**src/rtl/temp_regulator.sv**
```systemverilog
// Water temperature regulator: ramps a simulated temperature to a latched target, then holds it with hysteresis.
// Optional heating timeout (HEAT -> FAULT) is built only when TEMP_TIMEOUT_EN is defined.
//
// state   | meaning
// --------+-----------------------------------------------------------
// S_IDLE  | heater off, cooling toward AMBIENT, waiting for start
// S_HEAT  | heater on, ramping toward tgt
// S_HOLD  | regulating between tgt_lo and tgt, temp_ready when >= tgt_lo
// S_FAULT | heating timed out; sticky until start drops
module temp_regulator #(
  parameter int TEMP_W      = 8,
  parameter int AMBIENT     = 20,
  parameter int MAX_TEMP    = 95,
  parameter int HYST        = 2,
  parameter int RAMP_DIV    = 4,
  parameter int COOL_DIV    = 16,
  parameter int TIMEOUT_CYC = 1024
) (
  input  logic              clk,
  input  logic              reset_n,
  input  logic              start,
  input  logic [TEMP_W-1:0] target_temp,
  output logic              heater_on,
  output logic              temp_ready,
  output logic              fault,
  output logic              busy,
  output logic [TEMP_W-1:0] cur_temp
);

  typedef enum logic [1:0] {S_IDLE, S_HEAT, S_HOLD, S_FAULT} state_t;

  localparam int PRE_MAX = (RAMP_DIV > COOL_DIV) ? RAMP_DIV : COOL_DIV;
  localparam int PRE_W   = (PRE_MAX > 1) ? $clog2(PRE_MAX) : 1;

  localparam logic [PRE_W-1:0]  RAMP_LAST = PRE_W'(RAMP_DIV - 1);
  localparam logic [PRE_W-1:0]  COOL_LAST = PRE_W'(COOL_DIV - 1);
  localparam logic [PRE_W-1:0]  PRE_ONE   = PRE_W'(1);
  localparam logic [TEMP_W-1:0] AMB_T     = TEMP_W'(AMBIENT);
  localparam logic [TEMP_W-1:0] MAX_T     = TEMP_W'(MAX_TEMP);
  localparam logic [TEMP_W-1:0] HYST_T    = TEMP_W'(HYST);
  localparam logic [TEMP_W-1:0] TEMP_ONE  = TEMP_W'(1);

  state_t            state, state_nxt;
  logic [TEMP_W-1:0] tgt, tgt_nxt;
  logic [TEMP_W-1:0] temp_nxt;
  logic [TEMP_W-1:0] tgt_lo, tgt_req;
  logic [PRE_W-1:0]  presc_cnt, presc_nxt;
  logic              step_due;
  logic              heater_nxt, ready_nxt, fault_nxt, busy_nxt;
  logic              timeout_hit;

`ifdef TEMP_TIMEOUT_EN
  localparam int              TMO_W    = $clog2(TIMEOUT_CYC + 1);
  localparam logic [TMO_W-1:0] TMO_LAST = TMO_W'(TIMEOUT_CYC - 1);
  localparam logic [TMO_W-1:0] TMO_ONE  = TMO_W'(1);

  logic [TMO_W-1:0] tmo_cnt;

  // Any cycle outside HEAT zeroes the count, so it starts at 0 on HEAT entry.
  always_ff @(posedge clk or negedge reset_n) begin
    if (!reset_n) begin
      tmo_cnt <= '0;
    end else if (state != S_HEAT) begin
      tmo_cnt <= '0;
    end else begin
      tmo_cnt <= tmo_cnt + TMO_ONE;
    end
  end

  assign timeout_hit = (tmo_cnt == TMO_LAST);
`else
  // No timeout hardware: TIMEOUT_CYC is inert and FAULT cannot be reached.
  assign timeout_hit = (TIMEOUT_CYC < 0);
`endif

  assign tgt_lo   = (tgt > HYST_T) ? (tgt - HYST_T) : '0;
  assign tgt_req  = (target_temp > MAX_T) ? MAX_T : target_temp;
  assign step_due = (presc_cnt >= (heater_on ? RAMP_LAST : COOL_LAST));

  always_ff @(posedge clk or negedge reset_n) begin
    if (!reset_n) begin
      state      <= S_IDLE;
      cur_temp   <= AMB_T;
      tgt        <= '0;
      presc_cnt  <= '0;
      heater_on  <= 1'b0;
      temp_ready <= 1'b0;
      fault      <= 1'b0;
      busy       <= 1'b0;
    end else begin
      state      <= state_nxt;
      cur_temp   <= temp_nxt;
      tgt        <= tgt_nxt;
      presc_cnt  <= presc_nxt;
      heater_on  <= heater_nxt;
      temp_ready <= ready_nxt;
      fault      <= fault_nxt;
      busy       <= busy_nxt;
    end
  end

  always_comb begin
    state_nxt  = state;
    tgt_nxt    = tgt;
    heater_nxt = heater_on;
    ready_nxt  = temp_ready;
    fault_nxt  = fault;

    case (state)
      S_IDLE: begin
        heater_nxt = 1'b0;
        ready_nxt  = 1'b0;
        fault_nxt  = 1'b0;
        if (start) begin
          tgt_nxt = tgt_req;
          if (cur_temp >= tgt_req) begin
            state_nxt = S_HOLD;
            ready_nxt = 1'b1;
          end else begin
            state_nxt  = S_HEAT;
            heater_nxt = 1'b1;
          end
        end
      end
      S_HEAT: begin
        if (!start) begin
          state_nxt  = S_IDLE;
          heater_nxt = 1'b0;
          ready_nxt  = 1'b0;
          fault_nxt  = 1'b0;
        end else if (cur_temp >= tgt) begin
          state_nxt  = S_HOLD;
          heater_nxt = 1'b0;
          ready_nxt  = 1'b1;
        end else if (timeout_hit) begin
          state_nxt  = S_FAULT;
          heater_nxt = 1'b0;
          ready_nxt  = 1'b0;
          fault_nxt  = 1'b1;
        end
      end
      S_HOLD: begin
        if (!start) begin
          state_nxt  = S_IDLE;
          heater_nxt = 1'b0;
          ready_nxt  = 1'b0;
          fault_nxt  = 1'b0;
        end else begin
          if (cur_temp < tgt_lo) begin
            heater_nxt = 1'b1;
          end else if (cur_temp >= tgt) begin
            heater_nxt = 1'b0;
          end
          ready_nxt = (cur_temp >= tgt_lo);
        end
      end
      S_FAULT: begin
        heater_nxt = 1'b0;
        ready_nxt  = 1'b0;
        if (!start) begin
          state_nxt = S_IDLE;
          fault_nxt = 1'b0;
        end
      end
      default: begin
        state_nxt  = S_IDLE;
        heater_nxt = 1'b0;
        ready_nxt  = 1'b0;
        fault_nxt  = 1'b0;
      end
    endcase

    busy_nxt = (state_nxt != S_IDLE);

    // A due step still lands on a state-change edge; only the count restarts.
    temp_nxt = cur_temp;
    if (step_due) begin
      if (heater_on) begin
        if (cur_temp < MAX_T) temp_nxt = cur_temp + TEMP_ONE;
      end else begin
        if (cur_temp > AMB_T) temp_nxt = cur_temp - TEMP_ONE;
      end
    end

    if (state_nxt != state || step_due) begin
      presc_nxt = '0;
    end else begin
      presc_nxt = presc_cnt + PRE_ONE;
    end
  end

endmodule

```
**config.mk**
```make
export PLATFORM = sky130hd
export DESIGN_NAME = temp_regulator
export DESIGN_NICKNAME = d
export VERILOG_FILES = /design/src/rtl/temp_regulator.sv
export SDC_FILE = /design/constraint.sdc
export NUM_CORES = 1
export LEC_CHECK = 0
export ABC_AREA = 1
export CAP_MARGIN = 20
export CORE_ASPECT_RATIO = 0.8
export CORE_MARGIN = 4
export CORE_UTILIZATION = 45
export CTS_CLUSTER_DIAMETER = 120
export DETAILED_ROUTE_END_ITERATION = 8
export PLACE_DENSITY_LB_ADDON = 0.25
export SYNTH_ARGS = -nofsm -noshare
export SYNTH_HDL_FRONTEND = slang
export SYNTH_SLANG_ARGS = --single-unit
```
**constraint.sdc**
```tcl
create_clock -name clk -period 3.3 [get_ports clk]
set_input_delay 0.66 -clock clk [delete_from_list [all_inputs] [get_ports clk]]
set_output_delay 0.66 -clock clk [all_outputs]
set_load 0.005 [all_outputs]
```
* After elaboration in Yosys (flattened, before gate mapping)
Index checks and enable logic that the tools add are counted.
** Operators by class
- $add $sub $neg :: 4
- Order comparisons :: 9
- Equal/unequal tests :: 7
- Multiplexer cells :: 28
- Reductions and logical operators :: 8
** Operator list (count)
- $mux 8 :: 5
- $ge 8x8->1 :: 3
- $mux 1 :: 12
- $mux 2 :: 5
- $add 8x1->8 const B :: 1
- $gt 8x2->1 const B :: 1
- $gt 8x5->1 const B :: 1
- $gt 8x7->1 const B :: 1
- $lt 8x7->1 const B :: 1
- $lt 8x8->1 :: 1
- $mux 4 :: 2
- $pmux 1 s4 :: 2
- $sub 8x1->8 const B :: 1
- $sub 8x2->8 const B :: 1
- $pmux 2 s3 :: 1
- $add 4x1->4 const B :: 1
- $eq 2x2->1 const B :: 2
- $ge 4x4->1 :: 1
- $reduce_bool 2->1 :: 2
- $ne 3x3->1 const B :: 1
- $reduce_and 3->1 :: 1
- $reduce_or 3->1 :: 1
- $eq 2x1->1 const B :: 1
- $logic_not 2->1 :: 1
- other kinds (7) :: 7
** Storage, ports and cells
- Register bits :: 26
- Input port bits :: 11
- Output and inout port bits :: 12
- Word-level logic and storage cells :: 64

* Logic depth before layout (Yosys ltp)
- Word-level depth :: 9
- Mapped depth :: 17
- Mapped depth without buffers :: 17

* Least setup slack after synthesis
OpenSTA, ideal clock, no wires.
- Path kind :: input -> register
- Start point :: input port target_temp[6]
- End point :: register presc_cnt[1]
- Library setup time :: 80 ps
- Arrival time :: 2244 ps
- Required time :: 3220 ps
- Slack :: 976 ps
- Cell stages on the path :: 15
- Buffers on the path :: 0
- Cell sequence :: a21oi_1 > inv_1 > or2_2 > ha_1 > nand2_1 > nand3_1 > nand2_1 > nand2_1 > nand2_1 > nand2_2 > nand2_2 > nand2_2 > nand3_1 > nand3_4 > nor3_2
** On the way
- Cells in the longest elaborated chain, start to end :: 9
** Ends and longest elaborated chain
- start: declaration :: line 22 : input logic [TEMP_W-1:0] target_temp,
- $gt 8x7->1 :: line 77 : assign tgt_req = (target_temp > MAX_T) ? MAX_T : target_temp;
- $mux 8 :: line 77
- via tgt_req[0] :: line 46 : logic [TEMP_W-1:0] tgt_lo, tgt_req;
- $ge 8x8->1 :: line 116 : if (cur_temp >= tgt_req) begin
- $mux 2 :: line 116
- $mux 2 :: line 114 : if (start) begin
- $pmux 2 s3 :: line 109 : case (state)
- $ne 2x2->1 :: line 185 : if (state_nxt != state || step_due) begin
- $logic_or 1x1->1 :: line 185
- $mux 4 :: line 185
- via presc_nxt[1] :: line 47 : logic [PRE_W-1:0] presc_cnt, presc_nxt;
- end signal: assignment :: line 94 : presc_cnt <= presc_nxt;
- end: declaration :: line 47
The timed path passes the listed nets, and every way through them passes these cells.
A chain may end at the register's enable or synchronous reset.

* Worst setup path in the final report
- Start point :: input port target_temp[6]
- End point :: register presc_cnt[3]
Same word-level chain as after synthesis.

==> flow_summary.yaml <==
place:
  gp_congestion: 0.860
  numPortBuffers: 21
  dp_cells: 371
  place_hpwl_mm: 3.94
  post-place-ws_ps: 330
sta:
  setup_viol: 0
  min_period_over_period_pct: 81.3
  hold_viol: 0
  fin_ws_ps: 618
  period_needed_ps: 2680
  worst_hold_slack_ps: 487
  rsz0062_at_grt: "no"
  fin_skew_ps: 7.85
  drv_slew: 0
  max_freq_ghz: 0.373
  timing.setup.tns_ps: 0
cts:
  clk_path_buf_depth: 2
  postCtsSetupBuffers: 0
  clk_pin_slew_ps: 90
  clock_sinks: 25
  tritoncts: "yes"
  clock_latency_ps: 280
  cts_root_buf: "clkbuf_8"
  cts_made_buffers: 3
  htree_levels: 1
  postCtsHoldBufs: 0
  cts_resized: 0
floorplan:
  dieWidth_um: 87.4
  ios: 23
  core-area_um2: 4730
  rows: 22
  die_area_um2: 6250
  start_util_pct: 47.9
  die_h_um: 71.5
global_route:
  grt_overflow: 0
  grt.total_usage_pct: 16.9
  grt_max_degree: 26
  grt_pass1_wl_mm: 8.40
  grt_pass1_vias: 1826
  antenna_found_initial: 0
yosys:
  synth_cell_types: 35
  ys_ff_latch: 25
  yosysWarnings: 0
  synthCells: 292
  ys_seq_area_share_pct: 27.7
  netlist_area_um2: 2270
  syn_area_per_cell_um2: 7.77
  synth_nets: 343
critical_path:
  worst-r2r-setup-slack_ps: 810
  r2r-start: "tgt[5]"
  startpoint: "target_temp[6]"
  worstRegToRegCells: 14
  setup.worst_path.end_class: "flop"
  critical_path_class: "input pin to flop"
  arrival_ps: 2890
  start_kind: "input pin"
  crit_required_ps: 3500
  r2r-end: "temp_ready"
  critPathMaxFanout: 6
detailed_routing:
  ant_nets: 0
  wl_per_cell_um: 13.2
  routed_wl_mm: 4.95
  vias: 1931
  first_pass_iters: 4
  vias_per_cell: 5.15
  initialDrtViolationCount: 56
  drc: 0
worst_hold_path:
  whs_endpoint: "presc_cnt[0]"
  hold_path_depth: 1
  hold_path.class: "flop to flop"
  worst_hold_startpoint: "presc_cnt[0]"
pwr:
  switching_share_pct: 49.8
  power.internal_mw: 1.28
  clkPwrFrac_pct: 7.7
  peakVddDrop_mv: 0.469
  p_leak_nw: 1.35
  seq_power_share_pct: 25.6
  p_switching_mw: 1.26
  power.share.combinational_pct: 66.7
  power_density_nw_per_um2: 982
finish:
  fin_util_pct: 54.6
  diodes: 0
  finalNonFillerCells: 375
  area_growth_pct: 14.0
  drive_above_1_share_pct: 8.57
  finish.net_count: 367
flow_run:
  cap_violations: 0
run_status:
  status: "finished, final reports clean"
==> worst max-delay path, stage by stage <==
cell and delay, ps:
clkdlybuf4s50_1 420, a21oi_1 180, inv_1 120, or2_2 310, ha_1 280, nand2_1 70, nand3_1 80, nand2_1 60
nand2_1 50, nand2_1 70, nand2_2 70, nand2_2 90, nand2_2 70, nand3_1 140, nand3_4 110, nor3_2 110
==> cell usage after synthesis (all sizes together) <==
master | n | area share (%)
nand3 | 16 | 4.3
xor2 | 4 | 1.5
fa | 1 | 0.88
nand4 | 4 | 1.1
o221ai | 1 | 0.39
o211ai | 4 | 1.3
o21a | 3 | 1.0
buf | 2 | 0.83
inv | 37 | 6.1
dfrtp | 23 | 25
conb | 2 | 0.33
nand2 | 65 | 12
xnor2 | 5 | 1.9
o21bai | 1 | 0.33
o31ai | 1 | 0.33
a211o | 1 | 0.39
dfstp | 2 | 2.3
or2 | 3 | 0.83
nor2 | 25 | 4.5
a21o | 2 | 0.66
nor3 | 5 | 2.0
ha | 39 | 22
a31oi | 1 | 0.28
clkbuf | 1 | 0.17
a21oi | 22 | 4.9
o21ai | 22 | 4.9
==> cell families after synthesis <==
family	count (synthesis)	synth area share, %
flops	25	27.7
simple gates	118	24.5
fa+ha+maj	40	22.4
other cells	2	0.331
compound gates	58	14.5
buf+inv	40	7.12
xor+xnor	9	3.47
==> layout by cell type (no fill, tap or decap), types with 2 or more instances in the layout <==
| master | n |
|---|---|
| clkdlybuf4s50_1 | 21 |
| nand2_2 | 10 |
| o211ai_1 | 4 |
| clkbuf_8 | 3 |
| inv_1 | 37 |
| conb_1 | 2 |
| nor2_1 | 24 |
| nor3_2 | 4 |
| xnor2_1 | 5 |
| o21a_1 | 2 |
| a21oi_1 | 22 |
| xor2_1 | 4 |
| nand4_1 | 4 |
| nand3_1 | 14 |
| ha_1 | 39 |
| dfrtp_1 | 23 |
| or2_2 | 2 |
| o21ai_1 | 5 |
| dfstp_2 | 2 |
| nand2_1 | 55 |
| a21o_1 | 2 |
| o21ai_0 | 17 |
==> layer usage <==
| layer | GRT usage [%] | share of wire [%] |
|---|---|---|
| met5 | 0 | 0 |
| met4 | 5.11 | 1.6 |
| met3 | 2.87 | 3.8 |
| met2 | 24.8 | 42 |
| met1 | 25.2 | 53 |
==> through the flow <==
stage / instance area [µm²] / power (mW)
floorplan: 2270 / 1.88
global placement: 2540 / 2.29
detailed placement: 2540 / 2.34
CTS: 2580 / 2.55
global route: 2580 / 2.85
finish: 2580 / 2.54
==> layout make-up <==
type	instances	area [µm²]
well taps	60	75.1
clock inverters	1	5.00
multi-input cells	227	1480
repair buffers	22	218
inverters	37	139
clock buffers	3	41.3
fillers	441	2150
flip-flops and latches	25	628
==> worst max-delay path by stage <==
stage,slack (ps),end,cells after the start
2_1_floorplan,980,presc_cnt[1],15
3_3_place_gp,430,presc_cnt[2],16
3_5_place_dp,330,presc_cnt[3],17
4_1_cts,630,presc_cnt[3],17
5_1_grt,440,presc_cnt[1],16
6_report,620,presc_cnt[3],16
==> power by group through the flow <==
stage               Combinational, mW  Clock (mW)  Sequential, mW
finish                           1.69       0.195           0.650
global route                     1.97       0.212           0.674
CTS                              1.70       0.202           0.646
detailed placement               1.69           0           0.653
global placement                 1.64           0           0.650
floorplan                        1.28           0           0.593
==> state kept, by name, summed over array words and instances (netlist names) <==
| signal | cells |
|---|---|
| cur_temp | 8 |
| tgt | 8 |
| presc_cnt | 4 |
| state | 2 |
| busy | 1 |
| heater_on | 1 |
| temp_ready | 1 |
Power figures use the tool's default switching activity.
